<file path="src/rtl/i2c_req_arbiter.sv">
// ---------------------------------------------------------------------------
// i2c_req_arbiter
//
// Purpose:
//   Shares a single i2c_master between NREQ client blocks. Requests are
//   arbitrated round-robin. Each grant sequences exactly one single-byte
//   transfer on the master, then returns read data and status to the winner
//   with a one-cycle done pulse.
//
// Optional feature:
//   I2C_ARB_TIMEOUT_EN - when defined, a 16-bit watchdog limits the time spent
//   in LAUNCH+WAIT_DONE to TIMEOUT_CYCLES clocks; on expiry the transfer is
//   completed with rsp_timeout=1, rsp_nack=1, rsp_rdata=0x00. When undefined,
//   the FSM waits on m_ready indefinitely and rsp_timeout is tied low.
//
// Ports:
//   clk, reset_n              clock (rising edge), async active-low reset
//   req[NREQ]                 request level per client, held until done[i]
//   req_addr[7*NREQ]          7-bit slave address per client
//   req_rw[NREQ]              1 = read, 0 = write
//   req_wdata[8*NREQ]         write byte per client
//   gnt[NREQ]                 one-hot grant, high from grant through RESP
//   done[NREQ]                one-cycle completion pulse to the winner
//   rsp_rdata/nack/timeout    response, valid while done != 0, held after
//   busy                      FSM not idle
//   m_enable/address/rw/txdata/restart   to i2c_master
//   m_ready/ack/nack/rxdata   from i2c_master
// ---------------------------------------------------------------------------
module i2c_req_arbiter #(
  parameter int NREQ           = 4,
  parameter int TIMEOUT_CYCLES = 4096
) (
  input  logic                clk,
  input  logic                reset_n,
  input  logic [NREQ-1:0]     req,
  input  logic [7*NREQ-1:0]   req_addr,
  input  logic [NREQ-1:0]     req_rw,
  input  logic [8*NREQ-1:0]   req_wdata,
  output logic [NREQ-1:0]     gnt,
  output logic [NREQ-1:0]     done,
  output logic [7:0]          rsp_rdata,
  output logic                rsp_nack,
  output logic                rsp_timeout,
  output logic                busy,
  output logic                m_enable,
  output logic [6:0]          m_address,
  output logic                m_rw,
  output logic [7:0]          m_txdata,
  output logic                m_restart,
  input  logic                m_ready,
  input  logic                m_ack,
  input  logic                m_nack,
  input  logic [7:0]          m_rxdata
);

  localparam int PW = (NREQ > 1) ? $clog2(NREQ) : 1;

  typedef enum logic [1:0] {
    S_IDLE      = 2'd0,
    S_LAUNCH    = 2'd1,
    S_WAIT_DONE = 2'd2,
    S_RESP      = 2'd3
  } state_t;

  state_t          r_state;
  logic [PW-1:0]   r_ptr;
  logic [PW-1:0]   r_win;
  logic [NREQ-1:0] r_gnt;
  logic [NREQ-1:0] r_done;
  logic [7:0]      r_rdata;
  logic            r_nack_out;
  logic            r_nack_sticky;
  logic            r_enable;
  logic [6:0]      r_addr;
  logic            r_rw;
  logic [7:0]      r_tx;

  logic [PW-1:0]   w_win;
  logic [PW-1:0]   w_idx;
  logic            w_found;
  logic [NREQ-1:0] w_win_onehot;
  logic            w_wdog_expired;
  logic            w_unused;

  // Round-robin search: first set request starting just above the pointer.
  always_comb begin
    w_found = 1'b0;
    w_win   = '0;
    w_idx   = '0;
    for (int k = 1; k <= NREQ; k++) begin
      w_idx = PW'((int'(r_ptr) + k) % NREQ);
      if (!w_found && req[w_idx]) begin
        w_found = 1'b1;
        w_win   = w_idx;
      end
    end
  end

  generate
    for (genvar gi = 0; gi < NREQ; gi++) begin : g_onehot
      assign w_win_onehot[gi] = (w_win == PW'(gi));
    end
  endgenerate

`ifdef I2C_ARB_TIMEOUT_EN
  logic [15:0] r_wdog;
  logic        r_timeout;

  // Expiry is flagged in the last allowed cycle so done lands exactly
  // TIMEOUT_CYCLES clocks after the grant.
  assign w_wdog_expired = (r_wdog == 16'(TIMEOUT_CYCLES - 1));
  assign rsp_timeout    = r_timeout;

  always_ff @(posedge clk or negedge reset_n) begin
    if (!reset_n) begin
      r_wdog <= '0;
    end else if (r_state == S_LAUNCH || r_state == S_WAIT_DONE) begin
      r_wdog <= r_wdog + 16'd1;
    end else begin
      r_wdog <= '0;
    end
  end
`else
  assign w_wdog_expired = 1'b0;
  assign rsp_timeout    = 1'b0;
`endif

  always_ff @(posedge clk or negedge reset_n) begin
    if (!reset_n) begin
      r_state       <= S_IDLE;
      r_ptr         <= PW'(NREQ - 1);
      r_win         <= '0;
      r_gnt         <= '0;
      r_done        <= '0;
      r_rdata       <= '0;
      r_nack_out    <= 1'b0;
      r_nack_sticky <= 1'b0;
      r_enable      <= 1'b0;
      r_addr        <= '0;
      r_rw          <= 1'b0;
      r_tx          <= '0;
`ifdef I2C_ARB_TIMEOUT_EN
      r_timeout     <= 1'b0;
`endif
    end else begin
      case (r_state)
        S_IDLE: begin
          // Only arbitrate when the master is idle; requests simply wait.
          if (m_ready && w_found) begin
            r_win         <= w_win;
            r_gnt         <= w_win_onehot;
            r_addr        <= req_addr[7*w_win +: 7];
            r_rw          <= req_rw[w_win];
            r_tx          <= req_wdata[8*w_win +: 8];
            r_nack_sticky <= 1'b0;
            r_state       <= S_LAUNCH;
          end
        end

        S_LAUNCH: begin
          if (w_wdog_expired) begin
            r_enable   <= 1'b0;
            r_done     <= r_gnt;
            r_rdata    <= 8'h00;
            r_nack_out <= 1'b1;
`ifdef I2C_ARB_TIMEOUT_EN
            r_timeout  <= 1'b1;
`endif
            r_state    <= S_RESP;
          end else if (!r_enable) begin
            // enable rises one cycle after gnt
            r_enable <= 1'b1;
          end else if (!m_ready) begin
            // master has accepted the command
            r_enable <= 1'b0;
            r_state  <= S_WAIT_DONE;
          end
        end

        S_WAIT_DONE: begin
          if (w_wdog_expired) begin
            r_done     <= r_gnt;
            r_rdata    <= 8'h00;
            r_nack_out <= 1'b1;
`ifdef I2C_ARB_TIMEOUT_EN
            r_timeout  <= 1'b1;
`endif
            r_state    <= S_RESP;
          end else begin
            // nack may pulse at any point of the transfer; keep it sticky
            r_nack_sticky <= r_nack_sticky | m_nack;
            if (m_ready) begin
              r_done     <= r_gnt;
              r_rdata    <= r_rw ? m_rxdata : 8'h00;
              r_nack_out <= r_nack_sticky | m_nack;
`ifdef I2C_ARB_TIMEOUT_EN
              r_timeout  <= 1'b0;
`endif
              r_state    <= S_RESP;
            end
          end
        end

        S_RESP: begin
          r_done  <= '0;
          r_gnt   <= '0;
          r_ptr   <= r_win;
          r_state <= S_IDLE;
        end

        default: r_state <= S_IDLE;
      endcase
    end
  end

  assign gnt       = r_gnt;
  assign done      = r_done;
  assign rsp_rdata = r_rdata;
  assign rsp_nack  = r_nack_out;
  assign busy      = (r_state != S_IDLE);
  assign m_enable  = r_enable;
  assign m_address = r_addr;
  assign m_rw      = r_rw;
  assign m_txdata  = r_tx;
  assign m_restart = 1'b0;

  // m_ack is informational only
  assign w_unused = m_ack ^ 1'(TIMEOUT_CYCLES % 2);

endmodule

</file>
<file path="config.mk">
export PLATFORM = sky130hd
export DESIGN_NAME = i2c_req_arbiter
export DESIGN_NICKNAME = d
export VERILOG_FILES = /design/src/rtl/i2c_req_arbiter.sv
export SDC_FILE = /design/constraint.sdc
export NUM_CORES = 1
export LEC_CHECK = 0
export ABC_AREA = 1
export CAP_MARGIN = 20
export CORE_AREA = 5 5 108 85
export DETAILED_ROUTE_END_ITERATION = 8
export DIE_AREA = 0 0 113 90
export PLACE_DENSITY_LB_ADDON = 0.25
export SLEW_MARGIN = 10
export SYNTH_ARGS = -nofsm -noshare
export SYNTH_HDL_FRONTEND = slang
export SYNTH_SLANG_ARGS = --single-unit
</file>
<file path="constraint.sdc">
create_clock -name clk -period 2.2 [get_ports clk]
set_input_delay 0.66 -clock clk [delete_from_list [all_inputs] [get_ports clk]]
set_output_delay 0.66 -clock clk [all_outputs]
set_load 0.05 [all_outputs]
</file>
== Yosys cells after proc, flatten, opt, wreduce, memory -nomap -nowiden ==
Index checks and enable logic that the tools add are counted.

* $mul: 1
* Add/sub/neg operators: 4
* Bitwise operators: 1
* Magnitude comparators: 5
* Equality and inequality tests: 10
* Shift-type cells: 2
* Mux-type cells: 32
* Reduce and logical (&&, ||, !) cells: 19

{| class="wikitable"
|+ Operators by type and width
! cell !! count
|-
| $shiftx 32x6->8 || 1
|-
| $shiftx 28x6->7 || 1
|-
| $mux 2 || 8
|-
| $pmux 4 s2 || 2
|-
| $lt 2x3->1 const B || 5
|-
| $mux 1 || 12
|-
| $bmux 1 s2 || 5
|-
| $reduce_and 2->1 || 5
|-
| $eq 2x2->1 const B || 4
|-
| $mux 4 || 2
|-
| $mux 8 || 1
|-
| $ne 2x2->1 const B || 4
|-
| $pmux 2 s4 || 1
|-
| $reduce_bool 2->1 || 4
|-
| $mul 3x2->5 const A || 1
|-
| $add 2x1->2 const B || 2
|-
| $add 2x2->2 const B || 2
|-
| $eq 2x1->1 const B || 2
|-
| $logic_and 1x1->1 || 4
|-
| $logic_not 2->1 || 2
|-
| $reduce_and 4->1 || 1
|-
| $logic_not 1->1 || 3
|-
| $pmux 1 s2 || 1
|-
| $or 1x1->1 || 1
|}

* Register bits: 41
* Output and inout port bits: 37
* Logic and storage cells: 86
* Bits of input ports: 81

== Depth between registers and ports, before layout ==
Gate-level depths: netlist of the first run.

* Word-level depth: 16
* Gate-level depth with buffers: 18
* Gate-level depth less buffers: 16

== Worst setup path before layout of the first run ==
No wires, ideal clock.

* Kind: input port to flip-flop
* From: in req[3]
* To: reg r_addr[6], in the netlist m_address[6]
* Setup time: 0.118 ns
* Setup slack: 0.294 ns
* Arrival time: 1.788 ns
* Path buffers: 1
* Stages on the path: 15
* Required time: 2.082 ns
* Cell sequence: nand2_1 -> nand2_2 -> nand2_2 -> nand2_2 -> nor2_8 -> nand3_2 -> nand2_2 -> nand2_4 -> buf_4 -> nand2_1 -> nand2_1 -> nand2_1 -> nand2_1 -> nand2_1 -> nand2_1

* Word-level cells in the longest chain between the ends: 14
* Elaborated cells on any way between the ends: 26
* Those cells by class: mul: 1; shift: 1; mux: 16; reduce/logical: 8

{| class="wikitable"
|+ RTL lines
! element !! RTL line !! RTL
|-
| start, declared || 35 || <nowiki>input logic [NREQ-1:0] req,</nowiki>
|-
| $bmux 1 s2 || 92 || <nowiki>if (!w_found && req[w_idx]) begin</nowiki>
|-
| $mux 1 (implied by the code) || 92 ||
|-
| $mux 1 || 92 ||
|-
| $logic_not 1->1 || 92 ||
|-
| $logic_and 1x1->1 || 92 ||
|-
| $mux 1 || 92 ||
|-
| $logic_not 1->1 || 92 ||
|-
| $logic_and 1x1->1 || 92 ||
|-
| $mux 1 || 92 ||
|-
| $logic_not 1->1 || 92 ||
|-
| $logic_and 1x1->1 || 92 ||
|-
| $mux 2 or $mux 1 (tied branches) || 92 ||
|-
| $mul 3x2->5 or $logic_and 1x1->1 (tied branches) || 152, 149 ||
|-
| $shiftx 28x6->7 or $reduce_and 2->1 (tied branches) || n/a ||
|-
| end signal, assigned || 152 || <nowiki>r_addr <= req_addr[7*w_win +: 7];</nowiki>
|-
| end, declared || 74 || <nowiki>logic [6:0] r_addr;</nowiki>
|}

Parallel ways exist; a longest one is shown, timed or not. The select of a mux whose other input is x is not followed.
A chain may end at the register's enable or synchronous reset.

== Worst setup path after layout of the first run ==
* From: reg r_tx[2], in the netlist m_txdata[2]
* To: out m_txdata[2]

{| class="wikitable"
|+ RTL lines
! element !! RTL line !! RTL
|-
| start, declared || 76 || <nowiki>logic [7:0] r_tx;</nowiki>
|-
| start signal, assigned || 154 || <nowiki>r_tx <= req_wdata[8*w_win +: 8];</nowiki>
|-
| end, declared || 48 || <nowiki>output logic [7:0] m_txdata,</nowiki>
|}

No word-level cell between the ends.

==> metrics.md, run 1 <==
| Metric | Value |
|---|---|
| Clock sinks | `41` |
| Hold Path Class | `input port to asynchronous set/reset pin` |
| DP Wirelength | `6200 um` |
| Switching share of power | `52.1%` |
| # diodes | `0` |
| Grt total ovfl | `0` |
| Power per Cell Area | `1700 nW/um^2` |
| WL per Instance | `13.5 um` |
| Die H | `90 um` |
| CTS tree | `yes` |
| Num rows | `29` |
| Post-Syn Instances | `398` |
| DP Area | `3990 sq um` |
| CTS root buf | `clkbuf_8` |
| Largest net degree at the start of global routing | `33` |
| Post-synth top area share | `36.0%` |
| Hold buffers post-CTS | `0` |
| Fmax | `0.467 GHz` |
| Area leader, netlist | `dfrtp_1` |
| Overall routing resource usage | `17.2%` |
| Crit end category | `primary output` |
| CP Max Fanout | `2` |
| Psw | `3870 uW` |
| Setup_tns | `0 ns` |
| Ys async rst share | `100%` |
| Share of cells above drive strength 1 | `18.7%` |
| Worst slew pin tran | `0.521 ns` |
| Area grow syn2layout | `61.1%` |
| CP bufs+invs | `1` |
| Status | `completed` |
| Longest Clk Path Bufs | `2` |
| Syn Area/Cell | `6.81 sq um` |
| CP required | `1.54 ns` |
| Vias in the first global route | `2972` |
| Sequential area share after synthesis | `38.0%` |
| Power share of the sequential group | `17.4%` |
| Area contributors post-synth | `dfrtp_1 36%, nand2_1 30%, nand3_1 6.7%` |
| Top FF cell, synth | `dfrtp_1` |
| Die ar. | `10200 sq um` |
| Highest-delay cell along the critical path | `clkdlybuf4s50_1` |
| Comb pwr share | `74.6%` |
| Min cycle time layout | `2.14 ns` |
| Worst EP arrival | `1.48 ns` |
| Design Area, Final | `4360 sq um` |
| Crit-path leading delay family | `buffers and inverters` |
| Initial antenna violation count | `0` |
| WL final | `8640 um` |
| Most frequent cell after synthesis | `nand2_1` |
| Period Utilization, post-route | `97.3%` |
| Internal power | `3560 uW` |
| H-tree Lvls | `2` |
| Critical path type | `flop to primary output` |
| Endpoints failing setup | `0` |
| Ports | `118` |
| Synthesis Warnings | `0` |
| Input/output buffers | `114` |
| Seq cells post-synth | `41` |
| First-pass GRT wire length | `14500 um` |
| VDD IR-drop max | `0.000710 V` |
| Count of cell types in the netlist | `31` |
| EDFF count, synth | `0` |
| Nets | `616` |
| Most frequent cells after synthesis | `219 x nand2_1, 39 x dfrtp_1, 36 x nand3_1` |
| Via count | `2901` |
| Hold_ws | `0.230 ns` |
| Startpoint Class | `flop` |
| Initial core utilization | `33.5%` |
| Iteration-0 DRC Markers | `111` |
| TritonRoute pass-1 iters | `4` |
| Final Hold Violating Endpoints | `0` |
| GPL Wtd Cong | `0.818` |
| Slew headroom | `65.1%` |
| CTS clk-pin slew, worst paths | `0.08 ns` |
| Slew Viols, Final | `0` |
| Worst Skew | `0.00907 ns` |
| Clk network pwr share | `8.0%` |
| Drt via density | `4.55` |
| CP cell instances | `clkdlybuf4s50_1` |
| Synth Cell Area | `2710 sq um` |
| Clock latency on the worst-skew pair | `0.29 ns` |
| Max cap viols | `0` |
| Leak Pwr | `0.00220 uW` |
| Crit-path max cell delay | `0.83 ns` |
| DRC violations left | `0` |
| CTS Buf Count | `5` |
| Die width | `113 um` |
| Core Area | `8090 sq um` |
| Final antenna-violating net count | `0` |
[state kept, by name, indices dropped and copies added (netlist names)]
register	flops
done	4
gnt	4
m_address	7
m_enable	1
m_rw	1
m_txdata	8
r_nack_sticky	1
r_ptr	2
r_state	2
r_win	2
rsp_nack	1
rsp_rdata	8
[through the flow]
step	power [uW]	worst slack (ns)	instances	util, %
CTS	7210	0.00206	633	52.2
global placement	6180	-0.558	619	49.3
global route	8080	-0.0418	638	53.9
floorplan	4770	0.294	399	-
finish	7440	0.0590	638	53.9
detailed placement	6240	-0.577	619	49.3
[cells by family (layout without fill, tap and decap cells)]
group | after synthesis | after routing | synth area share [%]
buf+inv | 42 | 173 | 8.59
compound gates | 34 | 34 | 7.94
fa+ha+maj | 5 | 5 | 2.31
simple gates | 275 | 275 | 43.0
other cells | 1 | 2 | 0.138
flops | 41 | 41 | 38.0
[path summary, 6_finish.rpt]
| path | startpoint | to | slack, ns | depth (start not counted) |
|---|---|---|---|---|
| worst max-delay path | m_txdata[2] | m_txdata[2] | 0.06 | 1 |
| worst min-delay path | reset_n | rsp_rdata[6] | 0.23 | 1 |
| worst max register to register | r_ptr[0] | m_address[6] | 0.12 | 15 |
| worst min register to register | rsp_rdata[6] | rsp_rdata[6] | 0.49 | 2 |
| max in group asynchronous | reset_n | m_txdata[0] | 1.44 | 2 |
| min in group clk | rsp_rdata[6] | rsp_rdata[6] | 0.49 | 2 |
[cell usage in the layout, fill, tap and decap left out, types with 4 or more instances in the layout]
cell type | Yosys | routed
buf_12 | 0 | 5
buf_4 | 5 | 37
buf_6 | 5 | 4
clkbuf_8 | 0 | 5
clkdlybuf4s50_1 | 0 | 89
dfrtp_1 | 39 | 39
ha_1 | 5 | 5
inv_1 | 19 | 17
nand2_1 | 219 | 207
nand2_2 | 8 | 17
nand2_4 | 4 | 6
nand3_1 | 36 | 34
o21ai_0 | 18 | 17
o22ai_1 | 9 | 9
[layout make-up]
class	count	area (sq um)
Sequential cell	41	1030
Clock buffer	5	68.8
Fill cell	797	3730
Timing Repair Buffer	144	1460
Multi-Input combinational cell	316	1540
Inverter	22	92.6
Tap cell	108	135
Clock inverter	2	35.0
[power by group through the flow]
stage | registers (uW) | clock network, uW | logic, uW
2_1_floorplan | 2120 | 0 | 2660
6_report | 1290 | 596 | 5550
3_3_place_gp | 1300 | 0 | 4880
4_1_cts | 1300 | 610 | 5300
3_5_place_dp | 1310 | 0 | 4930
5_1_grt | 1340 | 646 | 6100
[per-layer routing]
| layer | track usage [%] | routed length, um | vias up |
|---|---|---|---|
| met5 | 0 | 0 | - |
| met4 | 4.20 | 136 | 0 |
| met3 | 5.64 | 680 | 11 |
| met2 | 26.5 | 3950 | 88 |
| met1 | 23.3 | 3880 | 1297 |
| li1 | - | - | 1505 |
[timing repair]
item,in CTS,in global routing
gates cloned,2,2
buffers inserted,5,3
pin swaps,7,14
setup endpoints to repair,19,23
resized for setup,13,22
Power figures use the tool's default switching activity.
==> run 2, diff against run 1 <==
- clock period: 2.2 -> 2.62 ns (I/O delays scaled with it)
==> metrics.md, run 2 (synthesis gave the netlist of run 1 again) <==
| Metric | Value |
|---|---|
| CTS Buf Count | `5 (unchanged)` |
| Worst Skew | `0.00516 ns (was 0.00907 ns)` |
| Crit-path leading delay family | `buffers and inverters (unchanged)` |
| Most frequent cells in the layout | `219 x nand2_1, 112 x clkdlybuf4s50_1, 39 x dfrtp_1 (was 207 x nand2_1, 89 x clkdlybuf4s50_1, 39 x dfrtp_1)` |
| DP Wirelength | `6260 um (was 6200 um)` |
| CP cell instances | `clkdlybuf4s50_1 (unchanged)` |
| Max cap viols | `0 (unchanged)` |
| Critical path type | `flop to primary output (unchanged)` |
| Worst slew pin tran | `0.546 ns (was 0.521 ns)` |
| Die width | `113 um (unchanged)` |
| Overall routing resource usage | `16.6% (was 17.2%)` |
| Total Power | `5800 uW (was 7440 uW)` |
| WL per Instance | `12.8 um (was 13.5 um)` |
| DRC violations left | `0 (unchanged)` |
| Longest Clk Path Bufs | `2 (unchanged)` |
| Commonest non-fill, non-tap cell in the layout | `nand2_1 (unchanged)` |
| Highest-delay cell along the critical path | `clkdlybuf4s50_1 (unchanged)` |
| Grt total ovfl | `0 (unchanged)` |
| Ports | `118 (unchanged)` |
| Worst EP arrival | `1.69 ns (was 1.48 ns)` |
| Clock sinks | `41 (unchanged)` |
| Die ar. | `10200 sq um (unchanged)` |
| Register Area | `1030 sq um (unchanged)` |
| H-tree Lvls | `2 (unchanged)` |
| WL final | `8000 um (was 8640 um)` |
| Filler instances | `789 (was 797)` |
| Area of the multi-input gates | `1460 sq um (was 1540 sq um)` |
| Core Area | `8090 sq um (unchanged)` |
| Slew Viols, Final | `0 (unchanged)` |
| Crit-path max cell delay | `0.87 ns (was 0.83 ns)` |
| CTS root buf | `clkbuf_8 (unchanged)` |
| Fmax | `0.403 GHz` |
| VDD IR-drop max | `0.000472 V (was 0.000710 V)` |
| Crit end category | `primary output (unchanged)` |
| Final core area utilization | `51.4% (was 53.9%)` |
| Hold Path Class | `input port to asynchronous set/reset pin (unchanged)` |
| CP bufs+invs | `1 (unchanged)` |
| Drt via density | `4.52 (was 4.55)` |
| Status | `completed (unchanged)` |
| CTS tree | `yes (unchanged)` |
| CP Max Fanout | `10 (was 2)` |
| GPL Wtd Cong | `0.815 (was 0.818)` |
| Final Hold Violating Endpoints | `0 (unchanged)` |
| Min cycle time layout | `2.48 ns` |
| Vias in the first global route | `2891 (was 2972)` |
| Period Utilization, post-route | `94.6%` |
| Num rows | `29 (unchanged)` |
| Area grow syn2layout | `53.4% (was 61.1%)` |
| Iteration-0 DRC Markers | `119 (was 111)` |
| Slew headroom | `63.5% (was 65.1%)` |
| CTS clk-pin slew, worst paths | `0.08 ns (about the same)` |
| Final antenna-violating net count | `0 (unchanged)` |
| Power per Cell Area | `1390 nW/um^2 (was 1700 nW/um^2)` |
| Leak Pwr | `0.00206 uW (was 0.00220 uW)` |
| CP required | `1.83 ns (was 1.54 ns)` |
| TritonRoute pass-1 iters | `4 (unchanged)` |
| # diodes | `0 (unchanged)` |
| Initial core utilization | `33.5% (unchanged)` |
| Largest net degree at the start of global routing | `33 (unchanged)` |
| Endpoints failing setup | `0 (unchanged)` |
| First-pass GRT wire length | `14000 um (was 14500 um)` |
| Initial antenna violation count | `0 (unchanged)` |
| Via count | `2832 (was 2901)` |
| Nets | `605 (was 616)` |
| Input/output buffers | `114 (unchanged)` |
| Startpoint Class | `flop (unchanged)` |
| Clock latency on the worst-skew pair | `0.29 ns (about the same)` |
| Die H | `90 um (unchanged)` |
| Flop2flop setup slack | `0.46 ns (was 0.12 ns)` |
| Share of cells above drive strength 1 | `10.2% (was 18.7%)` |
| Unrepaired setup endpoints after global routing | `false` |
==> run 2: final timing paths <==
path	startpoint	to	cells after the start
max	m_rw	m_rw	1
min	reset_n	rsp_rdata[6]	1
max reg2reg	r_ptr[0]	m_txdata[4]	17
min reg2reg	m_txdata[7]	m_txdata[7]	2
max in group asynchronous	reset_n	gnt[1]	2
min in group clk	m_txdata[7]	m_txdata[7]	2
==> run 2: layer usage <==
metal	track usage, %	wire, um
met1	21.2	3570
met2	26.6	3650
met3	6.31	703
met4	3.80	75
met5	0	0
==> run 2: where the power goes <==
part	total (uW)	internal, uW	switching, uW
clock network	495	277	218
logic	4200	1570	2630
registers	1100	907	191
total	5800	2760	3040
==> run 2: cell type report <==
cell class | count | share of cell area (%)
clock buffers | 5 | 1.66
clock inverters | 2 | 0.843
inverters | 22 | 2.23
multi-input cells | 316 | 35.0
flip-flops and latches | 41 | 24.8
well taps | 108 | 3.25
repair buffers | 133 | 32.2
==> run 2: timing repair <==
item	4_1_cts	5_1_grt
endpoints found under the setup margin	10	1
hold buffers	0	0
setup buffers	2	0
pin swaps	1	0
resized for setup	0	1
==> run 2: metrics by stage <==
step           cells  worst slack [ns]  setup TNS [ns]  hold WS [ns]  cell area, sq um
4_1_cts          627             0.132               0         0.380              4150
3_5_place_dp     618            -0.319           -5.45         0.465              4020
2_1_floorplan    399             0.588               0         0.457              2710
6_report         627             0.141               0         0.374              4160
3_3_place_gp     618            -0.313           -5.18         0.463              4020
5_1_grt          627            0.0148               0         0.389              4160
==> run 3, diff against run 2 <==
- SKIP_LAST_GASP: not set -> 1
==> results of run 3 <==
Same layout as run 2: the final DEF is identical, and so are final timing and power.
